File: config.mk
export PLATFORM = sky130hd
export DESIGN_NAME = pll_lock_sequencer_flat
export DESIGN_NICKNAME = d
export VERILOG_FILES = /design/src/rtl/pll_lock_sequencer_pkg.sv /design/src/rtl/pll_lock_sequencer_if.sv /design/src/rtl/pll_lock_sequencer_sync_2ff.sv /design/src/rtl/pll_lock_sequencer.sv /design/src/flat_wrapper.sv
export SDC_FILE = /design/constraint.sdc
export NUM_CORES = 1
export LEC_CHECK = 0
export CORE_ASPECT_RATIO = 1.2
export CORE_MARGIN = 4
export CORE_UTILIZATION = 52
export DETAILED_ROUTE_END_ITERATION = 8
export PLACE_DENSITY = 0.78
export SYNTH_ARGS = -nofsm -noshare
export SYNTH_HDL_FRONTEND = slang
export SYNTH_HIERARCHICAL = 1
export SYNTH_SLANG_ARGS = --single-unit
File: constraint.sdc
create_clock -name REFERENCECLK -period 2.38 [get_ports REFERENCECLK]
set_clock_uncertainty 0.15 [all_clocks]
set_input_delay 0.476 -clock REFERENCECLK [delete_from_list [all_inputs] [get_ports REFERENCECLK]]
set_output_delay 0.476 -clock REFERENCECLK [all_outputs]
set_load 0.1 [all_outputs]
File: src/rtl/pll_lock_sequencer_pkg.sv
// Shared types and constants for the PLL lock sequencer.
package pll_lock_sequencer_pkg;

  // Width of the PLL dynamic delay bus.
  localparam int DELAY_W = 8;

  // Sequencer states.
  typedef enum logic [2:0] {
    ST_RESET_PLL = 3'd0,
    ST_WAIT_LOCK = 3'd1,
    ST_STABLE    = 3'd2,
    ST_RUN       = 3'd3,
    ST_FAIL      = 3'd4
  } state_t;

  // Counter width for a terminal count of n; at least one bit so n=1 still works.
  function automatic int cnt_w(input int n);
    return (n < 2) ? 1 : $clog2(n);
  endfunction

endpackage

File: src/rtl/pll_lock_sequencer_if.sv
// PLL control and dynamic-delay request bundle; master = sequencer, slave = PLL/core side.
interface pll_lock_sequencer_if;
  import pll_lock_sequencer_pkg::*;

  logic               PLL_LOCK;
  logic               PLL_RESETB;
  logic               PLL_BYPASS;
  logic               PLL_LATCHINPUTVALUE;
  logic [DELAY_W-1:0] PLL_DYNAMICDELAY;
  logic               DELAY_REQ;
  logic [DELAY_W-1:0] DELAY_DATA;
  logic               DELAY_ACK;
  logic               SYS_RESET;
  logic               LOCKED;
  logic               FAILED;

  modport master (
    input  PLL_LOCK, DELAY_REQ, DELAY_DATA,
    output PLL_RESETB, PLL_BYPASS, PLL_LATCHINPUTVALUE, PLL_DYNAMICDELAY,
           DELAY_ACK, SYS_RESET, LOCKED, FAILED
  );

  modport slave (
    output PLL_LOCK, DELAY_REQ, DELAY_DATA,
    input  PLL_RESETB, PLL_BYPASS, PLL_LATCHINPUTVALUE, PLL_DYNAMICDELAY,
           DELAY_ACK, SYS_RESET, LOCKED, FAILED
  );

endinterface

File: src/rtl/pll_lock_sequencer_sync_2ff.sv
// Two-flop synchronizer for asynchronous inputs; clears to 0 on reset.
module sync_2ff #(
  parameter int WIDTH = 1
) (
  input  logic             i_clk,
  input  logic             i_rst_n,
  input  logic [WIDTH-1:0] i_d,
  output logic [WIDTH-1:0] o_q
);

  logic [WIDTH-1:0] r_meta;
  logic [WIDTH-1:0] r_sync;

  // Capture the async input, then retime once more to settle metastability.
  always_ff @(posedge i_clk or negedge i_rst_n) begin
    if (!i_rst_n) begin
      r_meta <= '0;
      r_sync <= '0;
    end else begin
      r_meta <= i_d;
      r_sync <= r_meta;
    end
  end

  assign o_q = r_sync;

endmodule

File: src/rtl/pll_lock_sequencer.sv
// PLL reset/lock sequencer: pulses PLL reset, qualifies LOCK, releases core reset,
// re-sequences on lock loss or delay change, falls back to bypass after repeated failures.
module pll_lock_sequencer
  import pll_lock_sequencer_pkg::*;
#(
  parameter int                 RESET_CYCLES        = 16,
  parameter int                 LOCK_STABLE_CYCLES  = 256,
  parameter int                 LOCK_TIMEOUT_CYCLES = 65536,
  parameter int                 MAX_RETRIES         = 4,
  parameter logic [DELAY_W-1:0] DELAY_INIT          = 8'h00
) (
  input logic                  REFERENCECLK,
  input logic                  RESETB,
  pll_lock_sequencer_if.master bus
);

  localparam int RST_W = cnt_w(RESET_CYCLES);
  localparam int STB_W = cnt_w(LOCK_STABLE_CYCLES);
  localparam int TO_W  = cnt_w(LOCK_TIMEOUT_CYCLES);
  localparam int RTY_W = cnt_w(MAX_RETRIES);

  logic w_lock;

  state_t             r_state;
  logic               r_pll_resetb;
  logic               r_pll_bypass;
  logic [DELAY_W-1:0] r_delay;
  logic               r_delay_ack;
  logic               r_sys_reset;
  logic               r_locked;
  logic               r_failed;
  logic [RST_W-1:0]   r_rst_cnt;
  logic [STB_W-1:0]   r_stable_cnt;
  logic [TO_W-1:0]    r_timeout_cnt;
  logic [RTY_W-1:0]   r_retries;
  logic               r_lock_low;

  sync_2ff #(.WIDTH(1)) u_lock_sync (
    .i_clk   (REFERENCECLK),
    .i_rst_n (RESETB),
    .i_d     (bus.PLL_LOCK),
    .o_q     (w_lock)
  );

  // Sequencer FSM; counters stop at their terminal value because every terminal
  // count causes a state change, so none of them can wrap.
  always_ff @(posedge REFERENCECLK or negedge RESETB) begin
    if (!RESETB) begin
      r_state       <= ST_RESET_PLL;
      r_pll_resetb  <= 1'b0;
      r_pll_bypass  <= 1'b0;
      r_delay       <= DELAY_INIT;
      r_delay_ack   <= 1'b0;
      r_sys_reset   <= 1'b1;
      r_locked      <= 1'b0;
      r_failed      <= 1'b0;
      r_rst_cnt     <= '0;
      r_stable_cnt  <= '0;
      r_timeout_cnt <= '0;
      r_retries     <= '0;
      r_lock_low    <= 1'b0;
    end else begin
      r_delay_ack <= 1'b0;
      case (r_state)
        ST_RESET_PLL: begin
          if (r_rst_cnt == RST_W'(RESET_CYCLES - 1)) begin
            r_pll_resetb  <= 1'b1;
            r_timeout_cnt <= '0;
            r_stable_cnt  <= '0;
            r_state       <= ST_WAIT_LOCK;
          end else begin
            r_rst_cnt <= r_rst_cnt + 1'b1;
          end
        end

        ST_WAIT_LOCK, ST_STABLE: begin
          if (r_timeout_cnt == TO_W'(LOCK_TIMEOUT_CYCLES - 1)) begin
            if ((int'(r_retries) + 1) < MAX_RETRIES) begin
              r_retries    <= r_retries + 1'b1;
              r_pll_resetb <= 1'b0;
              r_rst_cnt    <= '0;
              r_state      <= ST_RESET_PLL;
            end else begin
              // Give up: run the core straight off the bypassed reference.
              r_pll_bypass <= 1'b1;
              r_pll_resetb <= 1'b0;
              r_sys_reset  <= 1'b0;
              r_failed     <= 1'b1;
              r_locked     <= 1'b0;
              r_state      <= ST_FAIL;
            end
          end else begin
            r_timeout_cnt <= r_timeout_cnt + 1'b1;
            if (r_state == ST_WAIT_LOCK) begin
              if (w_lock) r_state <= ST_STABLE;
            end else if (!w_lock) begin
              r_stable_cnt <= '0;
              r_state      <= ST_WAIT_LOCK;
            end else if (r_stable_cnt == STB_W'(LOCK_STABLE_CYCLES - 1)) begin
              r_sys_reset <= 1'b0;
              r_locked    <= 1'b1;
              r_lock_low  <= 1'b0;
              r_state     <= ST_RUN;
            end else begin
              r_stable_cnt <= r_stable_cnt + 1'b1;
            end
          end
        end

        ST_RUN: begin
          r_lock_low <= !w_lock;
          if (!w_lock && r_lock_low) begin
            // Second consecutive low: genuine lock loss, start over with fresh retries.
            r_sys_reset  <= 1'b1;
            r_locked     <= 1'b0;
            r_retries    <= '0;
            r_pll_resetb <= 1'b0;
            r_rst_cnt    <= '0;
            r_state      <= ST_RESET_PLL;
          end else if (w_lock && bus.DELAY_REQ) begin
            // Only accept a new delay while lock is clean; a pending loss takes priority.
            r_delay_ack  <= 1'b1;
            r_delay      <= bus.DELAY_DATA;
            r_sys_reset  <= 1'b1;
            r_locked     <= 1'b0;
            r_retries    <= '0;
            r_pll_resetb <= 1'b0;
            r_rst_cnt    <= '0;
            r_state      <= ST_RESET_PLL;
          end
        end

        ST_FAIL: begin
          r_state <= ST_FAIL;
        end

        default: begin
          r_pll_resetb <= 1'b0;
          r_rst_cnt    <= '0;
          r_state      <= ST_RESET_PLL;
        end
      endcase
    end
  end

  assign bus.PLL_RESETB          = r_pll_resetb;
  assign bus.PLL_BYPASS          = r_pll_bypass;
  assign bus.PLL_LATCHINPUTVALUE = 1'b0;
  assign bus.PLL_DYNAMICDELAY    = r_delay;
  assign bus.DELAY_ACK           = r_delay_ack;
  assign bus.SYS_RESET           = r_sys_reset;
  assign bus.LOCKED              = r_locked;
  assign bus.FAILED              = r_failed;

endmodule

File: src/flat_wrapper.sv
// flat-port wrapper written by rule: the top's interface ports become plain ports
module pll_lock_sequencer_flat import pll_lock_sequencer_pkg::*;
#(
  parameter int                 RESET_CYCLES        = 16,
  parameter int                 LOCK_STABLE_CYCLES  = 256,
  parameter int                 LOCK_TIMEOUT_CYCLES = 65536,
  parameter int                 MAX_RETRIES         = 4,
  parameter logic [DELAY_W-1:0] DELAY_INIT          = 8'h00
)
  (REFERENCECLK, RESETB, bus_PLL_LOCK, bus_DELAY_REQ, bus_DELAY_DATA, bus_PLL_RESETB, bus_PLL_BYPASS, bus_PLL_LATCHINPUTVALUE, bus_PLL_DYNAMICDELAY, bus_DELAY_ACK, bus_SYS_RESET, bus_LOCKED, bus_FAILED);
  pll_lock_sequencer_if bus_i ();
  input logic REFERENCECLK;
  input logic RESETB;
  input wire logic [$bits(bus_i.PLL_LOCK)-1:0] bus_PLL_LOCK;
  input wire logic [$bits(bus_i.DELAY_REQ)-1:0] bus_DELAY_REQ;
  input wire logic [$bits(bus_i.DELAY_DATA)-1:0] bus_DELAY_DATA;
  output wire logic [$bits(bus_i.PLL_RESETB)-1:0] bus_PLL_RESETB;
  output wire logic [$bits(bus_i.PLL_BYPASS)-1:0] bus_PLL_BYPASS;
  output wire logic [$bits(bus_i.PLL_LATCHINPUTVALUE)-1:0] bus_PLL_LATCHINPUTVALUE;
  output wire logic [$bits(bus_i.PLL_DYNAMICDELAY)-1:0] bus_PLL_DYNAMICDELAY;
  output wire logic [$bits(bus_i.DELAY_ACK)-1:0] bus_DELAY_ACK;
  output wire logic [$bits(bus_i.SYS_RESET)-1:0] bus_SYS_RESET;
  output wire logic [$bits(bus_i.LOCKED)-1:0] bus_LOCKED;
  output wire logic [$bits(bus_i.FAILED)-1:0] bus_FAILED;
  assign bus_i.PLL_LOCK = bus_PLL_LOCK;
  assign bus_i.DELAY_REQ = bus_DELAY_REQ;
  assign bus_i.DELAY_DATA = bus_DELAY_DATA;
  assign bus_PLL_RESETB = bus_i.PLL_RESETB;
  assign bus_PLL_BYPASS = bus_i.PLL_BYPASS;
  assign bus_PLL_LATCHINPUTVALUE = bus_i.PLL_LATCHINPUTVALUE;
  assign bus_PLL_DYNAMICDELAY = bus_i.PLL_DYNAMICDELAY;
  assign bus_DELAY_ACK = bus_i.DELAY_ACK;
  assign bus_SYS_RESET = bus_i.SYS_RESET;
  assign bus_LOCKED = bus_i.LOCKED;
  assign bus_FAILED = bus_i.FAILED;
  pll_lock_sequencer #(.RESET_CYCLES(RESET_CYCLES), .LOCK_STABLE_CYCLES(LOCK_STABLE_CYCLES), .LOCK_TIMEOUT_CYCLES(LOCK_TIMEOUT_CYCLES), .MAX_RETRIES(MAX_RETRIES), .DELAY_INIT(DELAY_INIT)) u_core (.REFERENCECLK(REFERENCECLK), .RESETB(RESETB), .bus(bus_i));
endmodule
==> results.txt <==
status -> finished with violations
failing checks -> hold timing
global-route usage over all layers -> 0.197
asr flop ratio synth -> 1.00
Max VDD drop -> 0.00108 V
R2R setup slack -> 130 ps
Final HPWL DP -> 4.30 mm
Syn Nets -> 309
CTS H-tree depth -> 2
crit path cell chain -> ha_1, nand4_2, or2_4, o31ai_1, a32o_1, mux2_1
DRT antenna net count -> 0
post-synthesis cell count -> 293
Cell Pwr Density -> 1050 mW/mm2
EDFF count, synth -> 0
GP Congestion -> 0.783
syn_area_per_cell -> 9.60 um2
layout filler cell count -> 421
Worst setup EP type -> flop
pre-CTS setup slack -> -41.8 ps
Yosys cell types -> 58
R2R cell count -> 6
Synth Register Bits -> 49
startpoint types -> flop
post-synthesis sequential area ratio -> 0.436
Via-to-Cell Ratio -> 6.02
drt total wl -> 5.88 mm
Nets -> 338
ANT cells -> 0
die area -> 0.00666 mm2
first-pass GRT wire length -> 10.4 mm
total grt overflow -> 0
routed len/inst -> 15.3 um
DR DRC count -> 0
max-cap viol count -> 0
Lkg Pwr -> 0.00146 uW
Die Span X -> 75.2 um
critical path class -> reg2reg
Yosys Warn Count -> 6
vias in the first global route -> 2,295
fin crit share -> 0.946
Hold Fails Final Rpt -> 1
TritonCTS Buffers -> 5
reg2reg end -> u_core/bus.LOCKED$_DFFE_PN0P_
endpoints failing setup -> 0
CP max-delay cell -> dfrtp_1
prevailing post-synth register cell -> dfrtp_1
crit path DAT -> 2290 ps
delay-heaviest family, CP -> simple AND/OR/NAND/NOR gates
CTS Root Cell -> clkbuf_8
Sink Count -> 49
core area -> 0.00526 mm2
Post-CTS Hold Fix Bufs -> 0
Post-synth top cells -> dfrtp_1 (48), nand2_1 (30), nand3_1 (19)
RSZ-0062 raised after global routing -> no
final worst setup slack -> 129 ps
Initial Utilization -> 0.535
num rows -> 29
CTS clk-pin slew, worst paths -> 80 ps
Max Root-Sink Buffers -> 2
post-route cell area -> 0.00323 mm2
most frequent cell after synthesis -> dfrtp_1
layout cell share with drive strength beyond 1 -> 0.186
largest net degree at the start of global routing -> 50
fin crit period -> 2250 ps
Worst-Skew Late Latency -> 300 ps
IO buf count -> 25
maximum achievable frequency -> 444 MHz
reg2reg start -> u_core/r_timeout_cnt[0]$_DFFE_PN0P_
CTS tree -> yes
ranking of synthesized cells by area -> dfrtp_1 (43%), mux2i_1 (5.0%), nand2_1 (4.0%)
Die Y -> 88.6 um
Pins Over Slew Limit -> 0
Rel. slew slack -> 0.622
drt pass-1 iters -> 4
crit-path max cell delay -> 410 ps
Worst Path Max Fanout -> 6
post-place instance area -> 0.00313 mm2
WP buf/inv -> 0
initial DRC count -> 176
worst-case hold slack -> -1.00 ps
share of the synthesized area in the top cell type -> 0.427
area leader, netlist -> dfrtp_1
IO Pins -> 27
worst path required time -> 2420 ps
cell area after synthesis -> 0.00281 mm2
Worst-Margin Slew -> 566 ps
initial antenna violation count -> 0
Layout area overhead -> 14.7%
Hold WC Path Type -> in2async
via count -> 2,316
-- report_power, final --
group	switching (uW)	total (uW)	internal, uW
sequential	177	1210	1030
combinational	1160	1700	536
clock	268	472	204
total	1610	3380	1770
-- layout by cell type, fill, tap and decap left out, drive strengths merged, types with 2 or more instances in the layout --
cell	n
inv	8
nand2b	15
or3	3
o21ai	12
ha	4
nand2	30
o31a	2
a32o	4
nor2b	3
nor3	7
nand3	19
mux2i	14
dfrtp	48
a21oi	13
a31o	2
a2111o	4
nand3b	3
o21a	3
nor2	17
a31oi	3
o2bb2ai	3
clkinv	2
clkbuf	6
o31ai	5
o211ai	2
clkdlybuf4s50	10
buf	31
mux2	9
nand4	10
or2	4
and3	3
nand4b	2
nor4	5
-- per-layer routing --
metal	track usage	wire length, um	share of wire	up-vias
met5	0	0	0	-
met1	0.252	2580	0.44	1138
met2	0.342	3070	0.52	44
li1	-	-	-	1128
met4	0.0477	59	0.010	0
met3	0.0364	182	0.031	6
-- repair_timing --
action / CTS / global route
endpoints found under the setup margin: 10 / 8
buffers inserted: 0 / 0
hold endpoints to repair: 0 / 0
pin swaps: 0 / 1
resized for setup: 1 / 3
-- flip-flops by register name, indices dropped and copies added (netlist names) --
name and count:
u_core/r_timeout_cnt 16, u_core/bus.FAILED 1, u_core/r_lock_low 1, u_core/u_lock_sync/r_meta 1, u_core/r_stable_cnt 8, u_core/r_state 3
u_core/bus.PLL_RESETB 1, u_core/bus.DELAY_ACK 1, u_core/r_retries 2, u_core/bus.SYS_RESET 1, u_core/bus.LOCKED 1, u_core/r_rst_cnt 4
u_core/bus.PLL_DYNAMICDELAY 8, u_core/u_lock_sync/o_q 1
-- worst max-delay path by stage --
stage | slack (ps) | end | cells after the start | from
after CTS | 40 | u_core/r_stable_cnt[5]$_DFFE_PN0P_ | 8 | u_core/r_timeout_cnt[0]$_DFFE_PN0P_
after detailed placement | -40 | u_core/r_timeout_cnt[7]$_DFFE_PN0P_ | 7 | u_core/r_timeout_cnt[0]$_DFFE_PN0P_
after global placement | 10 | u_core/r_timeout_cnt[10]$_DFFE_PN0P_ | 7 | u_core/r_timeout_cnt[0]$_DFFE_PN0P_
after global routing | 50 | u_core/bus.LOCKED$_DFFE_PN0P_ | 6 | u_core/r_timeout_cnt[0]$_DFFE_PN0P_
final | 130 | u_core/bus.LOCKED$_DFFE_PN0P_ | 6 | u_core/r_timeout_cnt[0]$_DFFE_PN0P_
after floorplan | 340 | u_core/bus.LOCKED$_DFFE_PN0P_ | 7 | u_core/r_timeout_cnt[0]$_DFFE_PN0P_
-- cells by family (layout without fill, tap and decap cells) --
| logic type | count (synthesis) | after routing | share of synthesized area |
|---|---|---|---|
| XOR/XNOR | 2 | 2 | 0.00623 |
| AO/OA/AOI/OAI | 63 | 63 | 0.161 |
| flip-flops | 49 | 49 | 0.436 |
| other | 1 | 1 | 0.00133 |
| multiplexers | 23 | 23 | 0.0858 |
| buffers and inverters | 27 | 57 | 0.0489 |
| AND/OR/NAND/NOR | 124 | 124 | 0.243 |
| adder cells (fa/ha/maj) | 4 | 4 | 0.0178 |
-- through the flow --
step                hold WS [ps]  cells  setup TNS, ps  utilization  total power [uW]
floorplan                   30.4    293              0            -              2500
detailed placement           191    377           -245        0.594              2900
global route                19.3    385              0        0.614              3590
finish                     -1.00    385              0        0.614              3380
CTS                         12.0    385              0        0.611              3390
global placement             186    377              0        0.594              2860
-- area by class of cell --
class	instances	area [um2]	area share
repair buffers	41	347	0.107
multi-input cells	217	1460	0.453
well taps	62	77.6	0.0240
inverters	8	30.0	0.00930
clock buffers	6	72.6	0.0225
flip-flops and latches	49	1230	0.380
clock inverters	2	10.0	0.00310
No activity file was read; power rests on OpenSTA's default activity.
